$ cat config.mk
export PLATFORM = sky130hd
export DESIGN_NAME = maxpool_stream
export DESIGN_NICKNAME = d
export VERILOG_FILES = /design/src/rtl/maxpool_stream.sv
export SDC_FILE = /design/constraint.sdc
export NUM_CORES = 1
export LEC_CHECK = 0
export CAP_MARGIN = 20
export CORE_MARGIN = 4
export CORE_UTILIZATION = 59
export CTS_BUF_LIST = sky130_fd_sc_hd__clkbuf_4 sky130_fd_sc_hd__clkbuf_8
export DETAILED_ROUTE_END_ITERATION = 10
export GPL_ROUTABILITY_DRIVEN = 0
export GPL_TIMING_DRIVEN = 0
export PLACE_DENSITY = 0.86
export SLEW_MARGIN = 20
export SYNTH_ARGS = -nofsm -noshare
export SYNTH_HDL_FRONTEND = slang
export SYNTH_SLANG_ARGS = --single-unit
$ cat constraint.sdc
create_clock -name clk -period 4.84 [get_ports clk]
set_input_delay 0.968 -clock clk [delete_from_list [all_inputs] [get_ports clk]]
set_output_delay 0.968 -clock clk [all_outputs]
set_load 0.01 [all_outputs]
$ cat src/rtl/maxpool_stream.sv
// Streaming 1-D max-pooling stage: reduces non-overlapping POOLW-sample windows of each
// LEN-sample vector to their signed maximum and emits them via a 2-entry output buffer.
module maxpool_stream #(
  parameter int unsigned WIDTH  = 8,
  parameter int unsigned LEN    = 5,
  parameter int unsigned POOLW  = 2,
  parameter int unsigned LOGLEN = 3
) (
  input  logic                    clk,
  input  logic                    reset,
  input  logic signed [WIDTH-1:0] s_data_in_y,
  input  logic                    s_valid_y,
  output logic                    s_ready_y,
  output logic signed [WIDTH-1:0] m_data_out_z,
  output logic                    m_valid_z,
  input  logic                    m_ready_z,
  output logic                    m_last_z
);

  localparam logic [LOGLEN-1:0] LastIdx = LOGLEN'(LEN - 1);
  localparam logic [LOGLEN-1:0] WinLast = LOGLEN'(POOLW - 1);

  logic [LOGLEN-1:0]       in_cnt_q, in_cnt_d;
  logic [LOGLEN-1:0]       win_cnt_q, win_cnt_d;
  logic signed [WIDTH-1:0] max_q, max_d;
  logic signed [WIDTH-1:0] fifo_data_q [2];
  logic signed [WIDTH-1:0] fifo_data_d [2];
  logic                    fifo_last_q [2];
  logic                    fifo_last_d [2];
  logic [1:0]              count_q, count_d;

  logic                    accept, pop, push, vec_end, win_close;
  logic signed [WIDTH-1:0] cur;
  logic [1:0]              count_after_pop;

  assign s_ready_y    = !reset && (count_q < 2'd2);
  assign m_valid_z    = (count_q != 2'd0);
  assign m_data_out_z = fifo_data_q[0];
  assign m_last_z     = fifo_last_q[0];

  always_comb begin
    accept    = s_valid_y && s_ready_y;
    pop       = m_valid_z && m_ready_z;
    vec_end   = (in_cnt_q == LastIdx);
    win_close = (win_cnt_q == WinLast) || vec_end;
    push      = accept && win_close;
    cur       = ((win_cnt_q == '0) || (s_data_in_y > max_q)) ? s_data_in_y : max_q;

    in_cnt_d  = in_cnt_q;
    win_cnt_d = win_cnt_q;
    max_d     = max_q;
    if (accept) begin
      max_d     = cur;
      in_cnt_d  = vec_end ? '0 : in_cnt_q + LOGLEN'(1);
      win_cnt_d = win_close ? '0 : win_cnt_q + LOGLEN'(1);
    end

    // Head always lives in slot 0; a pop shifts slot 1 forward before any push lands.
    fifo_data_d = fifo_data_q;
    fifo_last_d = fifo_last_q;
    if (pop) begin
      fifo_data_d[0] = fifo_data_q[1];
      fifo_last_d[0] = fifo_last_q[1];
    end
    count_after_pop = pop ? count_q - 2'd1 : count_q;
    if (push) begin
      if (count_after_pop == 2'd0) begin
        fifo_data_d[0] = cur;
        fifo_last_d[0] = vec_end;
      end else begin
        fifo_data_d[1] = cur;
        fifo_last_d[1] = vec_end;
      end
    end

    count_d = count_q;
    unique case ({push, pop})
      2'b10:   count_d = count_q + 2'd1;
      2'b01:   count_d = count_q - 2'd1;
      default: count_d = count_q;
    endcase
  end

  always_ff @(posedge clk) begin
    if (reset) begin
      in_cnt_q       <= '0;
      win_cnt_q      <= '0;
      max_q          <= '0;
      count_q        <= '0;
      fifo_data_q[0] <= '0;
      fifo_data_q[1] <= '0;
      fifo_last_q[0] <= 1'b0;
      fifo_last_q[1] <= 1'b0;
    end else begin
      in_cnt_q    <= in_cnt_d;
      win_cnt_q   <= win_cnt_d;
      max_q       <= max_d;
      count_q     <= count_d;
      fifo_data_q <= fifo_data_d;
      fifo_last_q <= fifo_last_d;
    end
  end

endmodule

Yosys cells after proc, flatten, opt, wreduce, memory -nomap -nowiden:

Cells that the tools add are included.
Widths: inputs -> output; s select.

* flip-flop bits (word level): 34
* input bits: 12
* output and inout port bits: 11

* $add $sub $neg: 4
* order comparisons: 2
* equal/unequal tests: 4
* multiplexer cells: 13
* bitwise logic cells: 1
* reductions and logical operators: 12

Operators with widths (count)
* $mux 8: 4
* $mux 16: 1
* $gt 8x8->1: 1
* $add 3x1->3 const B: 2
* $mux 3: 2
* $logic_and 1x1->1: 4
* $mux 2: 2
* $pmux 2 s2: 1
* $reduce_bool 2->1: 2
* $eq 3x1->1 const B: 1
* $eq 3x3->1 const B: 1
* $logic_not 3->1: 1
* $mux 1: 3
* $add 2x1->2 const B: 1
* $eq 2x1->1 const B: 1
* $eq 2x2->1 const B: 1
* $logic_not 2->1: 1
* $logic_or 1x1->1: 2
* $lt 2x2->1 const B: 1
* $reduce_and 2->1: 1
* $sub 2x1->2 const B: 1
* $logic_not 1->1: 1
* $not 1->1: 1

Logic depth before layout (Yosys ltp):

Gate-level depths: netlist of run 1.

* depth after elaboration: 6
* gate-level depth with buffers: 10

Worst setup path after synthesis of run 1:

OpenSTA, ideal clock, no wires.

* path kind: in2reg
* from: in s_data_in_y[5]
* to: reg fifo_data_q (netlist bit m_data_out_z[4])
* setup time: 122 ps
* arrival: 2649 ps
* required time: 4718 ps
* setup slack: 2070 ps
* stages on the path: 7
* path buffers: 1
* path through: ha_1 > a21o_1 > a2111oi_4 > a211oi_2 > buf_6 > or4_1 > o311a_1

* cells in the longest elaborated chain, start to end: 5

Ends and longest elaborated chain
* from (decl): line 11 `input logic signed [WIDTH-1:0] s_data_in_y,`
* $gt 8x8->1: line 47 `cur = ((win_cnt_q == '0) || (s_data_in_y > max_q)) ? s_data_in_y : max_q;`
* $logic_or 1x1->1: line 47
* $mux 8: line 47
* $mux 8: line 67 `if (count_after_pop == 2'd0) begin`
* $mux 16: line 66 `if (push) begin`
* to (signal assigned): line 99 `fifo_data_q <= fifo_data_d;`
* to (decl): line 26 `logic signed [WIDTH-1:0] fifo_data_q [2];`

No other way between the ends.
A chain may end at the register's enable or synchronous reset.

Final worst setup path of run 1:

* from: in reset
* to: out s_ready_y

* cells in the longest elaborated chain, start to end: 2

Ends and longest elaborated chain
* from (decl): line 10 `input logic reset,`
* $logic_not 1->1: line 36 `assign s_ready_y = !reset && (count_q < 2'd2);`
* $logic_and 1x1->1: line 36
* to (decl): line 13 `output logic s_ready_y,`

No other way between the ends.

==> results.yml, run 1 <==
run_status:
  status: "finished clean"
critical_path:
  cpMaxStageDelayCell: "clkdlybuf4s50_1"
  cpPeakStageDelay_ns: 0.49
  cp_common_cell: "clkbuf_1"
  ff2ff_setup_slack_ns: 2.39
  crit_fanout: 10
  cp_cell_sequence: "clkbuf_1 > clkbuf_1 > nor2_1 > clkdlybuf4s50_1"
  critical-path-top-delay-family: "buffers and inverters"
  rr_worst_depth: 9
  crit_type: "input port to output port"
  worstPathArrival_ns: 2.28
  crit_required_ns: 3.87
  end_kind: "output port"
  crit_path_start_kind: "input port"
  reg2reg_to: "fifo_data_q[7]$_SDFFE_PP0P_"
  cp.buffers_inverters: 3
  r2r_start: "max_q[5]$_SDFFE_PP0P_"
grt:
  grt_pass1_wl_um: 8360
  overflow: 0
  antenna_found_initial: 0
  grt_pass1_vias: 1771
  grt_usage_pct: 24.7
  grt_start_max_net_pins: 11
die:
  core_sq_um: 3340
  rows: 21
  die_w_um: 66.6
  die_area_sq_um: 4430
  fp.dieH_um: 66.6
  start_util_pct: 60.7
  ios: 23
clock_tree:
  cts-buffers-inserted: 5
  cts_tree: "done"
  cts_root_buf: "clkbuf_4"
  cts_hold_buf: 0
  htreeDepth: 2
  clock_sinks: 34
  cts.clk_slew.worst_paths_ns: 0.10
  cts.path.max_buffers: 2
  postCtsSetupBuffers: 0
  clkLatencyLatePin_ns: 0.35
  post_cts_resized: 0
min_path:
  min_from: "fifo_last_q[0]$_SDFFE_PP0P_"
  min_to: "fifo_last_q[0]$_SDFFE_PP0P_"
  min_path_type: "flip-flop to flip-flop"
  worstHoldPathCells: 2
logic_synthesis:
  synth_compound_area_share_pct: 25.9
  synth_edf_count: 0
  avgSynthCellArea_sq_um: 8.34
  synth_common_cells: "34 x dfxtp_1, 29 x nand2_1, 17 x inv_1"
  synth_warnings: 0
  ys_types: 43
  yosysTopAreaCellShare_pct: 33.6
  synth_mux_area_share_pct: 0.494
  synth-seq-cells: 34
  yosys.area.top_type: "dfxtp_1"
  seq_area_frac_synth_pct: 33.6
  synth_top_family_by_area: "compound AO/OA/AOI/OAI gates"
  syn-num-nets: 270
  async_flop_share_pct: 0
  yosys.cell_count.top_type: "dfxtp_1"
  synthAdderAreaFrac_pct: 9.26
  synthCells: 243
  synth_flop_cell: "dfxtp_1"
  yosys.area_share.xor_xnor_pct: 0.865
  syn_area_sq_um: 2030
  yosys.area_share.simple_pct: 19.9
  netlist_top_cells_area: "dfxtp_1 34%, ha_1 9.3%, nand2_1 5.4%, a211oi_1 4.1%, o311a_1 4.0%"
layout:
  n_antenna_cell: 0
  n_fill_cell: 275
  register_area_sq_um: 681
  nNetsFinal: 298
  multi_input_area_sq_um: 1140
  final_area_sq_um: 2360
  drive_gt1_share_pct: 11.0
  syn2layout_area_growth_pct: 16.4
power_and_ir_drop:
  ir_drop_mv: 0.231
  p_int_w: 0.000592
  p_sw_share_pct: 39.6
  p_leak_nw: 0.847
  pwr-share-seq_pct: 37.3
  clock_power_share_pct: 18.0
  p_sw_w: 0.000389
  p_comb_share_pct: 44.6
  pwr_density_cell_nw_per_um2: 416
sta:
  rsz0062_at_grt: "no"
  slew_violations: 0
  finalSetupViolations: 0
  post-route-period-util_pct: 67.0
  slew-limit-headroom_pct: 47.4
  tightest_slew_ns: 0.783
  hold_viol: 0
  fin_setup_tns_ns: 0
  fmax_ghz: 0.308
  finClkSkew_ns: 0.00844
  min_period_ns: 3.25
routing:
  met2_wirelength_um: 2120
  vias: 1873
  dr.pass1.iters: 4
  wirelength_um: 4800
  wl_met3_um: 408
  met1_length_um: 2230
  post-route-drc-count: 0
  via_per_inst: 5.89
  ant_nets: 0
  highest_layer: "met4"
  dr.first_iter.drc_count: 159
  wl_per_cell_um: 15.1
flow_run:
  maxCapViolations: 0
place:
  place.detailed.hpwl_um: 3510
  placed_cell_area_sq_um: 2290
  io_buffers: 21
==> state kept, by name, indices dropped and copies added, names as in the netlist <==
name          count
m_last_z          1
win_cnt_q         3
fifo_data_q       8
count_q           2
m_data_out_z      8
max_q             8
in_cnt_q          3
fifo_last_q       1
==> worst max-delay path by stage <==
stage | from | to | slack [ns] | cells past startpoint
finish | reset | s_ready_y | 1.59 | 4
global route | s_data_in_y[0] | fifo_data_q[7]$_SDFFE_PP0P_ | 1.39 | 10
CTS | reset | s_ready_y | 1.58 | 4
detailed placement | s_data_in_y[0] | fifo_data_q[7]$_SDFFE_PP0P_ | 1.31 | 10
global placement | s_data_in_y[0] | fifo_data_q[6]$_SDFFE_PP0P_ | 1.34 | 10
floorplan | s_data_in_y[5] | m_data_out_z[4]$_SDFF_PP0_ | 2.07 | 7
==> power groups by stage <==
| stage | clock network [W] | registers [W] | logic [W] |
|---|---|---|---|
| floorplan | 0 | 0.000362 | 0.000308 |
| global placement | 0 | 0.000369 | 0.000418 |
| detailed placement | 0 | 0.000371 | 0.000430 |
| CTS | 0.000178 | 0.000365 | 0.000434 |
| global route | 0.000187 | 0.000373 | 0.000488 |
| finish | 0.000177 | 0.000366 | 0.000438 |
==> kinds of logic after synthesis <==
| group | count (synthesis) |
|---|---|
| AOI/OAI and AO/OA | 69 |
| adders and majority gates | 15 |
| muxes | 1 |
| and+or+nand+nor | 80 |
| buffers and inverters | 42 |
| DFF | 34 |
| xor gates and xnor gates | 2 |
==> placed cells by master (no fill, tap or decap), types with 2 or more instances in the layout <==
cell type	instances
a211oi_1	11
a21oi_1	10
a31oi_1	8
buf_2	5
buf_4	8
clkbuf_1	8
clkbuf_4	6
clkdlybuf4s50_1	21
dfxtp_1	34
ha_1	15
inv_1	17
nand2_1	29
nand2b_1	2
nand3_1	3
nand3b_1	2
nand4_1	3
nor2_1	14
nor2b_1	4
nor4_1	8
o2111ai_1	7
o21ai_0	10
o311a_1	8
o31ai_1	7
or4_1	8
xor2_1	2
==> worst min-delay path, cell delays in order, from the launching register on <==
cell and delay [ns]:
dfxtp_1 0.33, nand2_1 0.05, a21oi_1 0.05
==> layout make-up <==
class	instances	area share, %
tap	46	2.44
multi-input combinational	167	48.5
buffer	23	5.52
timing repair buffer	21	8.92
clock inverter	1	0.212
clock buffer	7	2.49
sequential	34	28.9
inverter	19	3.03
==> metrics by stage <==
stage / setup slack [ns] / hold WS, ns / total power [W] / util [%] / instances
finish: 1.59 / 0.470 / 0.000981 / 70.6 / 318
global route: 1.39 / 0.495 / 0.00105 / 70.6 / 318
CTS: 1.58 / 0.471 / 0.000977 / 70.6 / 318
detailed placement: 1.31 / 0.448 / 0.000802 / 68.7 / 310
global placement: 1.34 / 0.444 / 0.000787 / 68.7 / 310
floorplan: 2.07 / 0.437 / 0.000669 / - / 243
==> metal layers <==
layer	GRT usage [%]	up-vias
met5	0	-
met4	8.63	0
met3	5.90	4
met2	39.1	68
met1	32.6	859
li1	-	942
No activity file was read; power rests on OpenSTA's default activity.
==> run 2, diff against run 1 <==
CORE_UTILIZATION = 52   (was 59)
PLACE_DENSITY = 0.81   (was 0.86)
clock period = 2.7 ns   (was 4.84 ns; I/O delays follow)
==> run 2 against run 1 <==
- clock power up 130%
- cell count rose by 1.3%
- non-clock buffer count up 2
- sequential cell count unchanged
- critical endpoint is now m_data_out_z[4]$_SDFF_PP0_
- power up 93%
- combinational power up 88%
- first-iteration DRC count decreased by 3.8%
- clock-buffer cell count did not move
- worst hold slack got worse by 0.013 ns
- register-to-register slack lost 2.1 ns
- global-route usage decreased by 4.1 points
==> results.yml, run 2 (same netlist as run 1, synthesis figures left out) <==
sta:
  tightest_slew_ns: 0.755
  slew-limit-headroom_pct: 49.3
  finalSetupViolations: 0
  slew_violations: 0
  min_period_ns: 2.56
  whs_ns: 0.457
  rsz0062_at_grt: "no"
  fmax_ghz: 0.391
  finClkSkew_ns: 0.00461
  hold_viol: 0
  post-route-period-util_pct: 94.8
critical_path:
  worstPathArrival_ns: 2.74
  crit_type: "input port to flip-flop"
  crit_path_start_kind: "input port"
  crit_required_ns: 2.88
  end_kind: "flip-flop"
  cpMaxStageDelayCell: "or4_1"
  cpPeakStageDelay_ns: 0.52
  cp_cell_sequence: "clkdlybuf4s50_1 > ha_1 > a2111oi_4 > a211oi_4 > buf_6 > or4_1 > o311a_1"
  crit_fanout: 10
routing:
  post-route-drc-count: 0
  wl_per_cell_um: 15.1
  ant_nets: 0
  dr.pass1.iters: 4
  via_per_inst: 5.80
  vias: 1869
  dr.first_iter.drc_count: 153
  wirelength_um: 4880
layout:
  n_fill_cell: 307
  post-route-util_pct: 65.8
  drive_gt1_share_pct: 13.1
  final_area_sq_um: 2440
  nNetsFinal: 300
  syn2layout_area_growth_pct: 20.6
  final_cell_mix: "34 x dfxtp_1, 29 x nand2_1, 19 x clkdlybuf4s50_1, 17 x inv_1, 15 x ha_1"
  n_antenna_cell: 0
  final_common_cell: "dfxtp_1"
die:
  start_util_pct: 54.5
  rows: 22
  die_area_sq_um: 4960
  core_sq_um: 3720
  die_w_um: 70.4
  ios: 23
  fp.dieH_um: 70.4
power_and_ir_drop:
  p_sw_w: 0.000718
  pwr-share-seq_pct: 34.8
  ir_drop_mv: 0.306
  p_sw_share_pct: 38.0
  pwr_density_cell_nw_per_um2: 773
  p_int_w: 0.00117
  p_comb_share_pct: 43.7
  clock_power_share_pct: 21.5
  p_leak_nw: 0.896
clock_tree:
  cts_tree: "done"
  cts.path.max_buffers: 2
  cts.clk_slew.worst_paths_ns: 0.07
  cts_hold_buf: 0
  cts-buffers-inserted: 5
  cts_root_buf: "clkbuf_8"
  clock_sinks: 34
  htreeDepth: 2
  clkLatencyLatePin_ns: 0.29
grt:
  grt_pass1_vias: 1790
  grt_start_max_net_pins: 11
  antenna_found_initial: 0
  overflow: 0
  grt_pass1_wl_um: 8190
  grt_usage_pct: 20.6
min_path:
  min_path_type: "flip-flop to flip-flop"
flow_run:
  maxCapViolations: 0
place:
  io_buffers: 21
  placed_cell_area_sq_um: 2300
  place.detailed.hpwl_um: 3500
run_status:
  status: "finished clean"
==> run 2: path summary, 6_finish.rpt <==
kind	to	cells past startpoint	startpoint	slack (ns)
max	m_data_out_z[4]$_SDFF_PP0_	7	s_data_in_y[6]	0.14
min	fifo_last_q[0]$_SDFFE_PP0P_	2	fifo_last_q[0]$_SDFFE_PP0P_	0.46
max reg2reg	m_data_out_z[4]$_SDFF_PP0_	8	max_q[5]$_SDFFE_PP0P_	0.29
min reg2reg	fifo_last_q[0]$_SDFFE_PP0P_	2	fifo_last_q[0]$_SDFFE_PP0P_	0.46
==> run 2: per-layer routing <==
metal | track usage (%) | up-vias | part of all wire, %
met3 | 5.04 | 14 | 7.4
met2 | 30.0 | 60 | 43
met4 | 10.4 | 0 | 2.4
met1 | 28.1 | 842 | 47
met5 | 0 | - | 0
li1 | - | 953 | -
==> run 2: stage by stage <==
| step | setup TNS (ns) | setup slack [ns] | total power (W) | cells |
|---|---|---|---|---|
| 2_1_floorplan | 0 | 0.358 | 0.00120 | 243 |
| 3_3_place_gp | -5.15 | -0.365 | 0.00141 | 312 |
| 3_5_place_dp | -5.64 | -0.389 | 0.00143 | 312 |
| 4_1_cts | 0 | 0.0420 | 0.00185 | 320 |
| 5_1_grt | 0 | 0.0236 | 0.00201 | 322 |
| 6_report | 0 | 0.142 | 0.00189 | 322 |
==> run 2: critical path: cells and delay by family <==
family | cells | cell delay [ns]
buffers and inverters | 2 | 0.66
AND/OR/NAND/NOR | 1 | 0.52
AO/OA/AOI/OAI | 3 | 0.62
adder cells (fa/ha/maj) | 1 | 0.38
==> run 2: power by group through the flow <==
stage          registers [W]  clock network [W]  logic [W]
2_1_floorplan       0.000648                  0   0.000551
6_report            0.000657           0.000406   0.000825
3_5_place_dp        0.000665                  0   0.000769
5_1_grt             0.000667           0.000429   0.000910
3_3_place_gp        0.000661                  0   0.000750
4_1_cts             0.000655           0.000409   0.000783
==> run 2: what timing repair did <==
item,in CTS,in global routing
setup buffers,0,2
resized for setup,3,6
pin swaps,1,2
endpoints found under the setup margin,11,13
==> run 2: area by class of cell <==
| type | count | area (sq um) | share of cell area (%) |
|---|---|---|---|
| buffer | 23 | 136 | 5.58 |
| clock buffer | 7 | 90.1 | 3.69 |
| clock inverter | 1 | 5.00 | 0.205 |
| inverter | 19 | 71.3 | 2.92 |
| multi-input combinational | 167 | 1170 | 47.9 |
| sequential | 34 | 681 | 27.9 |
| tap | 48 | 60.1 | 2.46 |
| timing repair buffer | 23 | 230 | 9.42 |
==> run 3, diff against run 2 <==
PLACE_DENSITY = 0.78   (was 0.81)
==> run 3 against run 2 <==
- first-iteration DRC count is 21% higher
- combinational power about the same
- die area unchanged
- critical endpoint is now m_data_out_z[5]$_SDFF_PP0_
- worst hold slack barely moved
- routed wire length decreased by 2.5%
- cell count increased by 0.31%
- power down 0.28%
- register-to-register slack better by 0.06 ns
==> results.yml, run 3 (same netlist as run 1, synthesis figures left out) <==
run_status:
  status: "finished clean"
sta:
  slew-limit-headroom_pct: 47.2
  tightest_slew_ns: 0.786
  hold_viol: 0
  setup_ws_ns: 0.102
  finClkSkew_ns: 0.00606
  finalSetupViolations: 0
  fmax_ghz: 0.385
  slew_violations: 0
  post-route-period-util_pct: 96.2
  min_period_ns: 2.60
clock_tree:
  cts.clk_slew.worst_paths_ns: 0.07
  cts-buffers-inserted: 5
  clkLatencyLatePin_ns: 0.29
  cts_tree: "done"
  clock_sinks: 34
  htreeDepth: 2
  cts.path.max_buffers: 2
  cts_root_buf: "clkbuf_8"
layout:
  nNetsFinal: 301
  final_cell_mix: "34 x dfxtp_1, 29 x nand2_1, 20 x clkdlybuf4s50_1, 17 x inv_1, 15 x ha_1"
  syn2layout_area_growth_pct: 20.4
  final_common_cell: "dfxtp_1"
  stdcell_count: 323
  n_antenna_cell: 0
  drive_gt1_share_pct: 13.1
grt:
  grt_use_met3_pct: 4.60
  grt_start_max_net_pins: 11
  overflow: 0
  grt_pass1_wl_um: 8010
  grt_pass1_vias: 1715
  grt_usage_pct: 20.0
  grt_use_met1_pct: 27.7
  busiest_layer: "met2"
  antenna_found_initial: 0
  grtUsageMet2_pct: 30.2
die:
  rows: 22
  ios: 23
  fp.dieH_um: 70.4
  die_area_sq_um: 4960
  die_w_um: 70.4
  start_util_pct: 54.5
  core_sq_um: 3720
power_and_ir_drop:
  ir_drop_mv: 0.295
  pwr_density_cell_nw_per_um2: 772
  p_leak_nw: 0.883
critical_path:
  crit_required_ns: 2.88
  cpMaxStageDelayCell: "or4_1"
  crit_type: "input port to flip-flop"
  crit_fanout: 10
  worstPathArrival_ns: 2.78
  cpPeakStageDelay_ns: 0.52
  critical-path-top-delay-family: "compound AO/OA/AOI/OAI gates"
  cp_cell_sequence: "clkdlybuf4s50_1 > ha_1 > a21o_1 > a2111oi_4 > a211oi_4 > buf_6 > or4_1 > o311a_1"
  crit_path_start_kind: "input port"
  cp.buffers_inverters: 2
  end_kind: "flip-flop"
place:
  place.detailed.hpwl_um: 3470
  dp.cells: 312
  pre_cts_slack_ns: -0.421
  io_buffers: 21
routing:
  via_per_inst: 5.73
  post-route-drc-count: 0
  wirelength_um: 4760
  dr.pass1.iters: 4
  wl_per_cell_um: 14.7
  vias: 1851
  dr.first_iter.drc_count: 185
  ant_nets: 0
flow_run:
  maxCapViolations: 0
min_path:
  min_path_type: "flip-flop to flip-flop"
==> run 3: changes by cell type in the layout (fill, tap and decap cells not counted), sizes merged <==
cell / before / now
dlymetal6s2s: 2 / 0
buf: 15 / 16
clkdlybuf4s50: 19 / 20
dlygate4sd2: 0 / 1
==> run 3: stage by stage <==
step | power (W) | util (%) | TNS (ns) | hold slack, ns | instance area (sq um)
after floorplan | 0.00120 | - | 0 | 0.437 | 2030
after global placement | 0.00141 | 61.8 | -5.36 | 0.444 | 2300
after detailed placement | 0.00143 | 61.8 | -6.34 | 0.448 | 2300
after CTS | 0.00184 | 64.7 | 0 | 0.458 | 2400
after global routing | 0.00202 | 65.6 | -0.00244 | 0.480 | 2440
final | 0.00188 | 65.6 | 0 | 0.457 | 2440
==> run 3: report_power, final <==
group	total, W	switching [W]	internal (W)
Clock	0.000398	0.000182	0.000216
Sequential	0.000657	0.0000658	0.000591
Combinational	0.000828	0.000458	0.000370
Total	0.00188	0.000706	0.00118
==> run 3: path summary, 6_finish.rpt <==
kind / slack (ns) / startpoint / to / cells past startpoint
max: 0.10 / s_data_in_y[4] / m_data_out_z[5]$_SDFF_PP0_ / 8
min: 0.46 / fifo_last_q[0]$_SDFFE_PP0P_ / fifo_last_q[0]$_SDFFE_PP0P_ / 2
max reg2reg: 0.35 / max_q[5]$_SDFFE_PP0P_ / m_data_out_z[5]$_SDFF_PP0_ / 8
min reg2reg: 0.46 / fifo_last_q[0]$_SDFFE_PP0P_ / fifo_last_q[0]$_SDFFE_PP0P_ / 2
==> run 3: area by class of cell <==
class	instances	area, sq um
clock inverter	1	5.00
fill	312	1280
timing repair buffer	24	231
clock buffer	7	90.1
tap	48	60.1
inverter	19	71.3
buffer	23	136
sequential	34	681
multi-input combinational	167	1160
==> run 3: tightest hold or removal path, delay by kind of cell (launching register included) <==
kind | cells | cell delay [ns]
flip-flops | 1 | 0.31
AND/OR/NAND/NOR | 1 | 0.05
AO/OA/AOI/OAI | 1 | 0.05
==> run 3: timing repair <==
| action | CTS | global route |
|---|---|---|
| hold buffers | 0 | 0 |
| gates resized for setup | 4 | 3 |
| endpoints found under the setup margin | 12 | 11 |
| buffers inserted | 0 | 3 |
| endpoints found under the hold margin | 0 | 0 |
==> run 3: per-layer routing <==
| metal | wire length, um | vias to the layer above |
|---|---|---|
| met3 | 410 | 7 |
| met4 | 68 | 0 |
| met2 | 2070 | 70 |
| met5 | 0 | - |
| met1 | 2210 | 825 |
| li1 | - | 949 |
